## src/rtl/usb_tx_packet_streamer_if.sv

```systemverilog
// Bundles the buffer-read, encoder byte handshake and control/status lines
// of the USB TX packet streamer.
// master: the streamer itself. slave: controller, data buffer and encoder side.
interface usb_tx_packet_streamer_if;
  logic       start;
  logic       abort;
  logic [6:0] byte_count;
  logic [6:0] buffer_occupancy;
  logic [7:0] tx_packet_data;
  logic       get_tx_packet_data;
  logic [7:0] tx_byte;
  logic       tx_valid;
  logic       tx_ready;
  logic       tx_last;
  logic       busy;
  logic       underrun;
  logic       done;

  modport master (
    input  start, abort, byte_count, buffer_occupancy, tx_packet_data, tx_ready,
    output get_tx_packet_data, tx_byte, tx_valid, tx_last, busy, underrun, done
  );

  modport slave (
    output start, abort, byte_count, buffer_occupancy, tx_packet_data, tx_ready,
    input  get_tx_packet_data, tx_byte, tx_valid, tx_last, busy, underrun, done
  );
endinterface

```

## src/rtl/usb_tx_packet_streamer.sv

```systemverilog
// USB TX packet streamer: pops payload bytes from the data buffer and hands
// them to the TX encoder over a valid/ready byte handshake.
// Build option USB_TX_CRC16_EN: when defined, the USB CRC16 is appended,
// low byte first, and tx_last marks the CRC high byte. When undefined the
// encoder owns the CRC and tx_last marks the final payload byte.
module usb_tx_packet_streamer #(
  parameter int          MAX_BYTES = 64,
  parameter logic [15:0] CRC_INIT  = 16'hFFFF
) (
  input logic clk,
  input logic rst,
  usb_tx_packet_streamer_if.master bus
);

  typedef enum logic [2:0] {
    S_IDLE,
    S_LOAD,
    S_SEND,
`ifdef USB_TX_CRC16_EN
    S_CRC_LO,
    S_CRC_HI,
`endif
    S_DONE
  } state_t;

  state_t     r_state, w_state_nxt;
  logic [6:0] r_rem;
  logic [7:0] r_tx_byte;
  logic [6:0] w_clamp;
  logic       w_pop, w_hs, w_start;
  logic [7:0] w_tx_byte;
  logic       w_tx_valid, w_tx_last;

`ifdef USB_TX_CRC16_EN
  logic [15:0] r_crc;

  // One byte of reflected CRC16 (poly 0xA001), LSB first.
  function automatic logic [15:0] crc16_byte(input logic [15:0] c, input logic [7:0] b);
    logic [15:0] t;
    t = c ^ {8'h00, b};
    for (int k = 0; k < 8; k++)
      t = t[0] ? ((t >> 1) ^ 16'hA001) : (t >> 1);
    return t;
  endfunction
`else
  // Seed only matters when the CRC is generated here.
  logic w_unused_crc_init;
  assign w_unused_crc_init = ^CRC_INIT;
`endif

  assign w_clamp = (bus.byte_count > 7'(MAX_BYTES)) ? 7'(MAX_BYTES) : bus.byte_count;
  assign w_start = (r_state == S_IDLE) && bus.start && !bus.abort;
  assign w_hs    = w_tx_valid && bus.tx_ready;

  // State register.
  always_ff @(posedge clk or posedge rst) begin
    if (rst) r_state <= S_IDLE;
    else     r_state <= w_state_nxt;
  end

  // Next state, pop strobe and encoder-side outputs.
  always_comb begin
    w_state_nxt = r_state;
    w_pop       = 1'b0;
    w_tx_byte   = r_tx_byte;
    w_tx_valid  = 1'b0;
    w_tx_last   = 1'b0;
    case (r_state)
      S_IDLE: begin
        if (w_start) begin
`ifdef USB_TX_CRC16_EN
          w_state_nxt = (w_clamp != 7'd0) ? S_LOAD : S_CRC_LO;
`else
          w_state_nxt = (w_clamp != 7'd0) ? S_LOAD : S_DONE;
`endif
        end
      end
      S_LOAD: begin
        if (bus.buffer_occupancy != 7'd0) begin
          w_pop       = 1'b1;
          w_state_nxt = S_SEND;
        end
      end
      S_SEND: begin
        w_tx_valid = 1'b1;
`ifdef USB_TX_CRC16_EN
        if (bus.tx_ready) w_state_nxt = (r_rem > 7'd1) ? S_LOAD : S_CRC_LO;
`else
        w_tx_last = (r_rem == 7'd1);
        if (bus.tx_ready) w_state_nxt = (r_rem > 7'd1) ? S_LOAD : S_DONE;
`endif
      end
`ifdef USB_TX_CRC16_EN
      S_CRC_LO: begin
        w_tx_valid = 1'b1;
        w_tx_byte  = ~r_crc[7:0];
        if (bus.tx_ready) w_state_nxt = S_CRC_HI;
      end
      S_CRC_HI: begin
        w_tx_valid = 1'b1;
        w_tx_last  = 1'b1;
        w_tx_byte  = ~r_crc[15:8];
        if (bus.tx_ready) w_state_nxt = S_DONE;
      end
`endif
      S_DONE:  w_state_nxt = S_IDLE;
      default: w_state_nxt = S_IDLE;
    endcase
    // Abort beats everything, including a pending pop.
    if (bus.abort) begin
      w_state_nxt = S_IDLE;
      w_pop       = 1'b0;
    end
  end

  // Byte counter, output byte register and running CRC.
  always_ff @(posedge clk or posedge rst) begin
    if (rst) begin
      r_rem     <= 7'd0;
      r_tx_byte <= 8'h00;
`ifdef USB_TX_CRC16_EN
      r_crc     <= CRC_INIT;
`endif
    end else if (bus.abort) begin
      r_rem <= 7'd0;
`ifdef USB_TX_CRC16_EN
      r_crc <= CRC_INIT;
`endif
    end else begin
      if (w_start) begin
        r_rem <= w_clamp;
`ifdef USB_TX_CRC16_EN
        r_crc <= CRC_INIT;
`endif
      end
      if (w_pop) r_tx_byte <= bus.tx_packet_data;
      if ((r_state == S_SEND) && w_hs) begin
        r_rem <= r_rem - 7'd1;
`ifdef USB_TX_CRC16_EN
        r_crc <= crc16_byte(r_crc, r_tx_byte);
`endif
      end
    end
  end

  assign bus.get_tx_packet_data = w_pop;
  assign bus.tx_byte            = w_tx_byte;
  assign bus.tx_valid           = w_tx_valid;
  assign bus.tx_last            = w_tx_last;
  assign bus.busy               = (r_state != S_IDLE);
  assign bus.underrun           = (r_state == S_LOAD) && (bus.buffer_occupancy == 7'd0);
  assign bus.done               = (r_state == S_DONE) && !bus.abort;

endmodule

```

## src/flat_wrapper.sv

```systemverilog
// flat-port wrapper written by rule: the top's interface ports become plain ports
module usb_tx_packet_streamer_flat 
#(
  parameter int          MAX_BYTES = 64,
  parameter logic [15:0] CRC_INIT  = 16'hFFFF
)
  (clk, rst, bus_start, bus_abort, bus_byte_count, bus_buffer_occupancy, bus_tx_packet_data, bus_tx_ready, bus_get_tx_packet_data, bus_tx_byte, bus_tx_valid, bus_tx_last, bus_busy, bus_underrun, bus_done);
  usb_tx_packet_streamer_if bus_i ();
  input logic clk;
  input logic rst;
  input wire logic [$bits(bus_i.start)-1:0] bus_start;
  input wire logic [$bits(bus_i.abort)-1:0] bus_abort;
  input wire logic [$bits(bus_i.byte_count)-1:0] bus_byte_count;
  input wire logic [$bits(bus_i.buffer_occupancy)-1:0] bus_buffer_occupancy;
  input wire logic [$bits(bus_i.tx_packet_data)-1:0] bus_tx_packet_data;
  input wire logic [$bits(bus_i.tx_ready)-1:0] bus_tx_ready;
  output wire logic [$bits(bus_i.get_tx_packet_data)-1:0] bus_get_tx_packet_data;
  output wire logic [$bits(bus_i.tx_byte)-1:0] bus_tx_byte;
  output wire logic [$bits(bus_i.tx_valid)-1:0] bus_tx_valid;
  output wire logic [$bits(bus_i.tx_last)-1:0] bus_tx_last;
  output wire logic [$bits(bus_i.busy)-1:0] bus_busy;
  output wire logic [$bits(bus_i.underrun)-1:0] bus_underrun;
  output wire logic [$bits(bus_i.done)-1:0] bus_done;
  assign bus_i.start = bus_start;
  assign bus_i.abort = bus_abort;
  assign bus_i.byte_count = bus_byte_count;
  assign bus_i.buffer_occupancy = bus_buffer_occupancy;
  assign bus_i.tx_packet_data = bus_tx_packet_data;
  assign bus_i.tx_ready = bus_tx_ready;
  assign bus_get_tx_packet_data = bus_i.get_tx_packet_data;
  assign bus_tx_byte = bus_i.tx_byte;
  assign bus_tx_valid = bus_i.tx_valid;
  assign bus_tx_last = bus_i.tx_last;
  assign bus_busy = bus_i.busy;
  assign bus_underrun = bus_i.underrun;
  assign bus_done = bus_i.done;
  usb_tx_packet_streamer #(.MAX_BYTES(MAX_BYTES), .CRC_INIT(CRC_INIT)) u_core (.clk(clk), .rst(rst), .bus(bus_i));
endmodule
```

## config.mk

```make
export PLATFORM = sky130hd
export DESIGN_NAME = usb_tx_packet_streamer_flat
export DESIGN_NICKNAME = d
export VERILOG_FILES = /design/src/rtl/usb_tx_packet_streamer_if.sv /design/src/rtl/usb_tx_packet_streamer.sv /design/src/flat_wrapper.sv
export SDC_FILE = /design/constraint.sdc
export NUM_CORES = 1
export LEC_CHECK = 0
export ABC_AREA = 1
export BUFFER_PORTS_ARGS = -buffer_cell sky130_fd_sc_hd__buf_2
export CAP_MARGIN = 20
export CELL_PAD_IN_SITES_DETAIL_PLACEMENT = 1
export CELL_PAD_IN_SITES_GLOBAL_PLACEMENT = 2
export CORE_MARGIN = 1
export CORE_UTILIZATION = 22
export DETAILED_ROUTE_END_ITERATION = 10
export GPL_TIMING_DRIVEN = 1
export PLACE_DENSITY_LB_ADDON = 0.1
export RECOVER_POWER = 100
export SYNTH_ARGS = -nofsm -noshare
export SYNTH_HDL_FRONTEND = slang
export SYNTH_SLANG_ARGS = --single-unit
```

## constraint.sdc

```tcl
create_clock -name clk -period 1.2 [get_ports clk]
set_input_delay 0.24 -clock clk [delete_from_list [all_inputs] [get_ports clk]]
set_output_delay 0.24 -clock clk [all_outputs]
set_load 0.01 [all_outputs]
```

==> results of run 1 <==
## sequential cells by signal, indices dropped and copies added, names as in the netlist
register            cells
u_core.r_state          2
u_core.r_rem            7
u_core.bus.tx_byte      8
## how the worst min path moves through the flow
stage	slack, ns	start	depth (start not counted)	endpoint
3_3_place_gp	0.27	rst	3	u_core.bus.tx_byte[3]
4_1_cts	0.16	bus_tx_packet_data[1]	3	u_core.bus.tx_byte[1]
3_5_place_dp	0.28	rst	3	u_core.r_rem[5]
6_report	0.17	bus_tx_packet_data[1]	3	u_core.bus.tx_byte[1]
2_1_floorplan	0.17	rst	1	u_core.bus.tx_byte[0]
5_1_grt	0.16	bus_tx_packet_data[1]	3	u_core.bus.tx_byte[1]
## cell usage in the layout, fill, tap and decap left out, types with 3 or more instances in the layout
master | netlist | routed
nand4_1 | 3 | 3
nand3_1 | 15 | 9
nand2_1 | 58 | 50
buf_4 | 0 | 22
inv_1 | 19 | 12
dfrtp_1 | 17 | 16
nand3_2 | 0 | 6
inv_2 | 2 | 7
o21ai_1 | 0 | 4
nand2_4 | 2 | 6
nor2_1 | 16 | 12
nor2_2 | 0 | 3
clkbuf_1 | 0 | 8
nor2_4 | 3 | 4
buf_2 | 0 | 30
clkbuf_8 | 0 | 3
buf_6 | 0 | 11
nand2_2 | 2 | 7
## cell families (layout without fill, tap and decap cells)
group	Yosys count	count (layout)	synth area share
AND/OR/NAND/NOR	102	103	0.429
buffers and inverters	22	99	0.0796
flip-flops	17	17	0.398
AO/OA/AOI/OAI	12	12	0.0621
adder cells (fa/ha/maj)	2	2	0.0234
XOR/XNOR	1	1	0.00820
## stage by stage
stage / cell area, um^2 / setup TNS (ns)
after floorplan: 1080 / 0
after global placement: 1510 / -0.491
after detailed placement: 1510 / -1.05
after CTS: 1740 / -2.53
after global routing: 1810 / -4.06
final: 1810 / -2.62
## layer usage
metal  up-vias  GRT usage
met4         0     0.0436
li1        643          -
met1       617      0.183
met3         4     0.0295
met5         -          0
met2        26      0.301
## timing repair
item / in CTS / in global routing
hold buffers: 1 / 0
gates resized for setup: 35 / 22
buffers inserted: 9 / 2
hold endpoints to repair: 17 / 0
pin swaps: 16 / 16
cloned: 0 / 1
setup endpoints to repair: 22 / 23
## cell type report
class,count,area (um^2),share of cell area
clock buffers,3,41.3,0.0229
clock inverters,1,7.51,0.00416
inverters,22,88.8,0.0492
multi-input cells,118,693,0.384
flip-flops and latches,17,427,0.236
well taps,52,65.1,0.0360
repair buffers,73,484,0.268
## report_power, final
part | switching [uW] | leakage (uW) | internal [uW]
combinational | 561 | 0.000708 | 474
clock | 248 | 0.0000217 | 235
sequential | 89.9 | 0.000220 | 713
## worst max-delay path, stage by stage, from the launching register on
cell,delay (ns)
dfrtp_1,0.41
inv_2,0.09
nand2_4,0.06
nor2_4,0.12
nand3_2,0.09
nor3_2,0.10
buf_2,0.14
## synthesized netlist by cell type
cell / instances
nand4_1: 3
o21ai_0: 7
nor3_1: 2
a21oi_1: 2
ha_1: 2
nand2_2: 2
nand2_1: 58
nor2_1: 16
nand3_1: 15
nor2_4: 3
inv_4: 1
dfrtp_1: 17
nand2_4: 2
inv_2: 2
xnor2_1: 1
inv_1: 19
o21ai_2: 1
nand3b_1: 1
o22ai_1: 2
==> metrics.txt, run 1 <==
synthesis warning total 0; Final Skew between 0.007 and 0.008 ns; critical path class flop to output pin; worst setup path endpoint bus_tx_last; final std cells w/o fill roughly 290; chip height around 72 um; uppermost routed layer met4; initial antenna violation count 0; synthesized cell area around 1100 um^2; global-route wire length before repair about 6400 um; Area contributors post-synth dfrtp_1 (40%), nand2_1 (20%), nand3_1 (7.0%); FMAX ~670 MHz; power per standard cell area approximately 1300 nW/um^2; H-tree Lvls 1; FF-to-FF Start u_core.r_state[1]; Min Hold Slack 0.168 ns; core box area between 4000 and 5000 um^2; Ports 41; fillers 595; Worst Max-Slew Pin Slew approximately 0.5 ns; DR DRC count 0; pin count of the biggest net entering global routing 18; Max Root-Sink Buffers 2; port buffer count 40; Initial DRT Pass Iterations 2; Rows 24; pre-CTS setup slack -0.115 ns; Reg clk slew, reported paths 0.08 ns; TritonCTS clock tree built; max-cap viol count 0; Post-DRT Antenna Nets 0; number of global-route vias before repair 1,409; Reg-to-Reg End u_core.r_rem[1]; Max VDD drop 0.713 mV; top-area cell type share of the netlist area 0.398; RSZ-0062 raised after global routing yes; clk sinks 17; critical path endpoint category output pin; CP Launch Type flop; Final min period between 1 and 1.5 ns; status finished with violations; Vias 1,290; HPWL Detailed ~2900 um; crit path max fanout 2; routability cong. just under 0.8; Final Hold Vio Count 0; gr ovfl total 0; post-layout power between 2000 and 2500 uW; r2r setup slk -0.20 ns; Inst Count DP 270; Lkg Pwr 0.000950 uW; Routed WL 3880 um; Final setup viols 15; WL met1 around 1600 um; met3 routed WL around 130 um; Worst-Skew Late Latency about 0.27 ns; nets@finish about 260; relative slew slack 0.668; die area between 5000 and 6000 um^2; # diodes 0; number of DRC markers in iteration 0 46; sequential fraction of the synthesis area 0.398; Seq cells post-synth 17; Final Cycle Share 1.25; Slew Viols, Final 0; worst hold path class primary input to flop; GRT Overall Usage 0.160; syn avg cell area ~6.8 um^2; Starting Density 0.237; failing checks setup timing; Post-Synthesis Cells 156; library cells used by synthesis 19; Critical Path AT between 1 and 1.5 ns; final setup margin -0.299 ns; total CTS buffers 3; area added between synthesis and finish 69.1%; layout cells sized above 1 0.483; met2 wire length around 2100 um; Mapped Nets around 190; Final Core Density 0.401; die width approximately 72 um; clk root buf clkbuf_8; WP data required approximately 0.96 ns; drt via density 4.51; area leader, netlist dfrtp_1; R2R cell count 7; crit path from u_core.r_rem[4]; drt wl/cell approximately 14 um
Note: power is estimated with default switching activity, not from simulation.
==> run 2: changes to the inputs <==
--- a/config.mk
+++ b/config.mk
@@ -13,7 +13,7 @@
 export CORE_MARGIN = 1
 export CORE_UTILIZATION = 22
 export DETAILED_ROUTE_END_ITERATION = 10
-export GPL_TIMING_DRIVEN = 1
+export GPL_TIMING_DRIVEN = 0
 export PLACE_DENSITY_LB_ADDON = 0.1
 export RECOVER_POWER = 100
 export SYNTH_ARGS = -nofsm -noshare
==> run 2 against run 1 <==
Against the previous run:
- the run still ends with setup timing left
- via count fell by 4.8%
- wire length fell by 8.7%
- worst setup slack got worse by 0.0048 ns
- largest cell class unchanged
==> metrics.txt, run 2 (synthesis gave the netlist of run 1 again) <==
Slew Viols, Final 0; status finished with violations; r2r setup slk -0.17 ns; Buf/Inv on CP 2; global-route wire length before repair around 5800 um; Max VDD drop roughly 0.57 mV; relative slew slack 0.543; hold buffer count at CTS 0; Post-DRT Antenna Nets 0; FF-to-FF Start u_core.r_state[1]; TritonCTS clock tree built; HPWL Detailed between 2000 and 3000 um; die area 5140 um^2; final setup margin -0.303 ns; Lkg Pwr a little under 0.0009 uW; Final min period 1.50 ns; drt via density between 4 and 5; nets@finish between 200 and 300; commonest non-fill, non-tap cells in the layout nand2_1 (53), buf_2 (29), buf_4 (20); Reg clk slew, reported paths approximately 0.07 ns; Max Root-Sink Buffers 2; R2R cell count 8; worst setup path endpoint bus_tx_last; Vias roughly 1,200; pre-CTS setup slack -0.203 ns; Final Cycle Share 1.25; Initial DRT Pass Iterations 4; area added between synthesis and finish 57.1%; RSZ-0062 raised after global routing yes; crit path from u_core.r_rem[1]; H-tree Lvls 1; initial antenna violation count 0; Worst Max-Slew Pin Slew 0.685 ns; core box area ~4500 um^2; critical path endpoint category output pin; drt wl/cell between 10 and 15 um; Ports 41; Worst-Skew Late Latency 0.25 ns; Reg-to-Reg End u_core.r_rem[2]; routability cong. between 0.7 and 0.8; total CTS buffers 3; crit path max fanout 3; critical path depth 5; Final Hold Vio Count 0; Crit-path slowest cell dfrtp_1; worst hold path class primary input to async pin; critical path class flop to output pin; Critical Path AT about 1.3 ns; crit path cell chain inv_1, ha_1, nand3_2, nor3_2, buf_2; chip height 71.7 um; most common cell after layout, fill and taps aside nand2_1; Final Skew 0.00242 ns; CP Launch Type flop; WP data required 0.96 ns; port buffer count 40; DR DRC count 0; max incr delay on CP 0.38 ns; number of DRC markers in iteration 0 39; pin count of the biggest net entering global routing 18; Routed WL about 3500 um; max FFs per register 8; layout cells sized above 1 0.429; CP delay by family, top flip-flops; number of global-route vias before repair approximately 1,300; Starting Density 0.237; failing checks setup timing; Rows 24; FMAX between 600 and 700 MHz; Final Core Density 0.373; power per standard cell area around 1300 nW/um^2; clk root buf clkbuf_8; Final setup viols 15; # diodes 0; clk sinks 17; die width ~72 um; gr ovfl total 0; max-cap viol count 0; GRT Overall Usage 0.144
[run 2: changes by cell type in the layout (fill, tap and decap cells not counted), sizes merged]
cell and change:
buf -8, clkbuf -1, clkinv +1, clkinvlp -1, dlygate4sd3 -1
[run 2: what timing repair did]
| action | CTS | global route |
|---|---|---|
| pin swaps | 5 | 9 |
| cloned | 0 | 1 |
| buffers inserted | 15 | 8 |
| endpoints found under the setup margin | 20 | 22 |
| resized for setup | 26 | 17 |
[run 2: how the worst min path moves through the flow]
stage | from | end | slack (ns)
CTS | rst | u_core.bus.tx_byte[3] | 0.1
finish | rst | u_core.bus.tx_byte[3] | 0.08
floorplan | rst | u_core.bus.tx_byte[0] | 0.17
global placement | rst | u_core.bus.tx_byte[3] | 0.37
detailed placement | rst | u_core.bus.tx_byte[3] | 0.38
global route | rst | u_core.bus.tx_byte[3] | 0.13
[run 2: metrics by stage]
stage | power [uW] | area [um^2] | hold WS, ns | cells | TNS, ns
final | 2160 | 1680 | 0.0834 | 276 | -2.34
after CTS | 2140 | 1580 | 0.0986 | 267 | -2.05
after global placement | 1500 | 1340 | 0.371 | 248 | -0.928
after floorplan | 1240 | 1080 | 0.166 | 156 | 0
after detailed placement | 1530 | 1340 | 0.377 | 248 | -1.30
after global routing | 2340 | 1680 | 0.132 | 276 | -3.86
[run 2: per-layer routing]
| metal | wire length, um | GRT usage | vias up |
|---|---|---|---|
| met2 | 1920 | 0.271 | 23 |
| met1 | 1500 | 0.164 | 579 |
| met5 | 0 | 0 | - |
| li1 | - | - | 624 |
| met3 | 112 | 0.0239 | 2 |
| met4 | 12 | 0.0479 | 0 |
[run 2: cell type report]
class	count	area [um^2]
Clock buffer	3	41.3
Clock inverter	1	5.00
Fill cell	589	2830
Inverter	22	92.6
Multi-Input combinational cell	118	656
Sequential cell	17	427
Tap cell	52	65.1
Timing Repair Buffer	63	393
[run 2: power by group]
| part | leakage [uW] | switching (uW) | internal [uW] |
|---|---|---|---|
| combinational | 0.000647 | 526 | 411 |
| sequential | 0.000220 | 84.4 | 713 |
| clock | 0.0000255 | 193 | 230 |
| total | 0.000892 | 804 | 1350 |
[run 2: worst register-to-register path: stages, from the launching register on]
cell     delay, ns
dfrtp_1       0.38
inv_1         0.15
buf_6         0.17
nand2_2       0.07
o21ai_4       0.07
nand2_2       0.11
nor2_4        0.18
nand2_1       0.09
o21ai_1       0.08
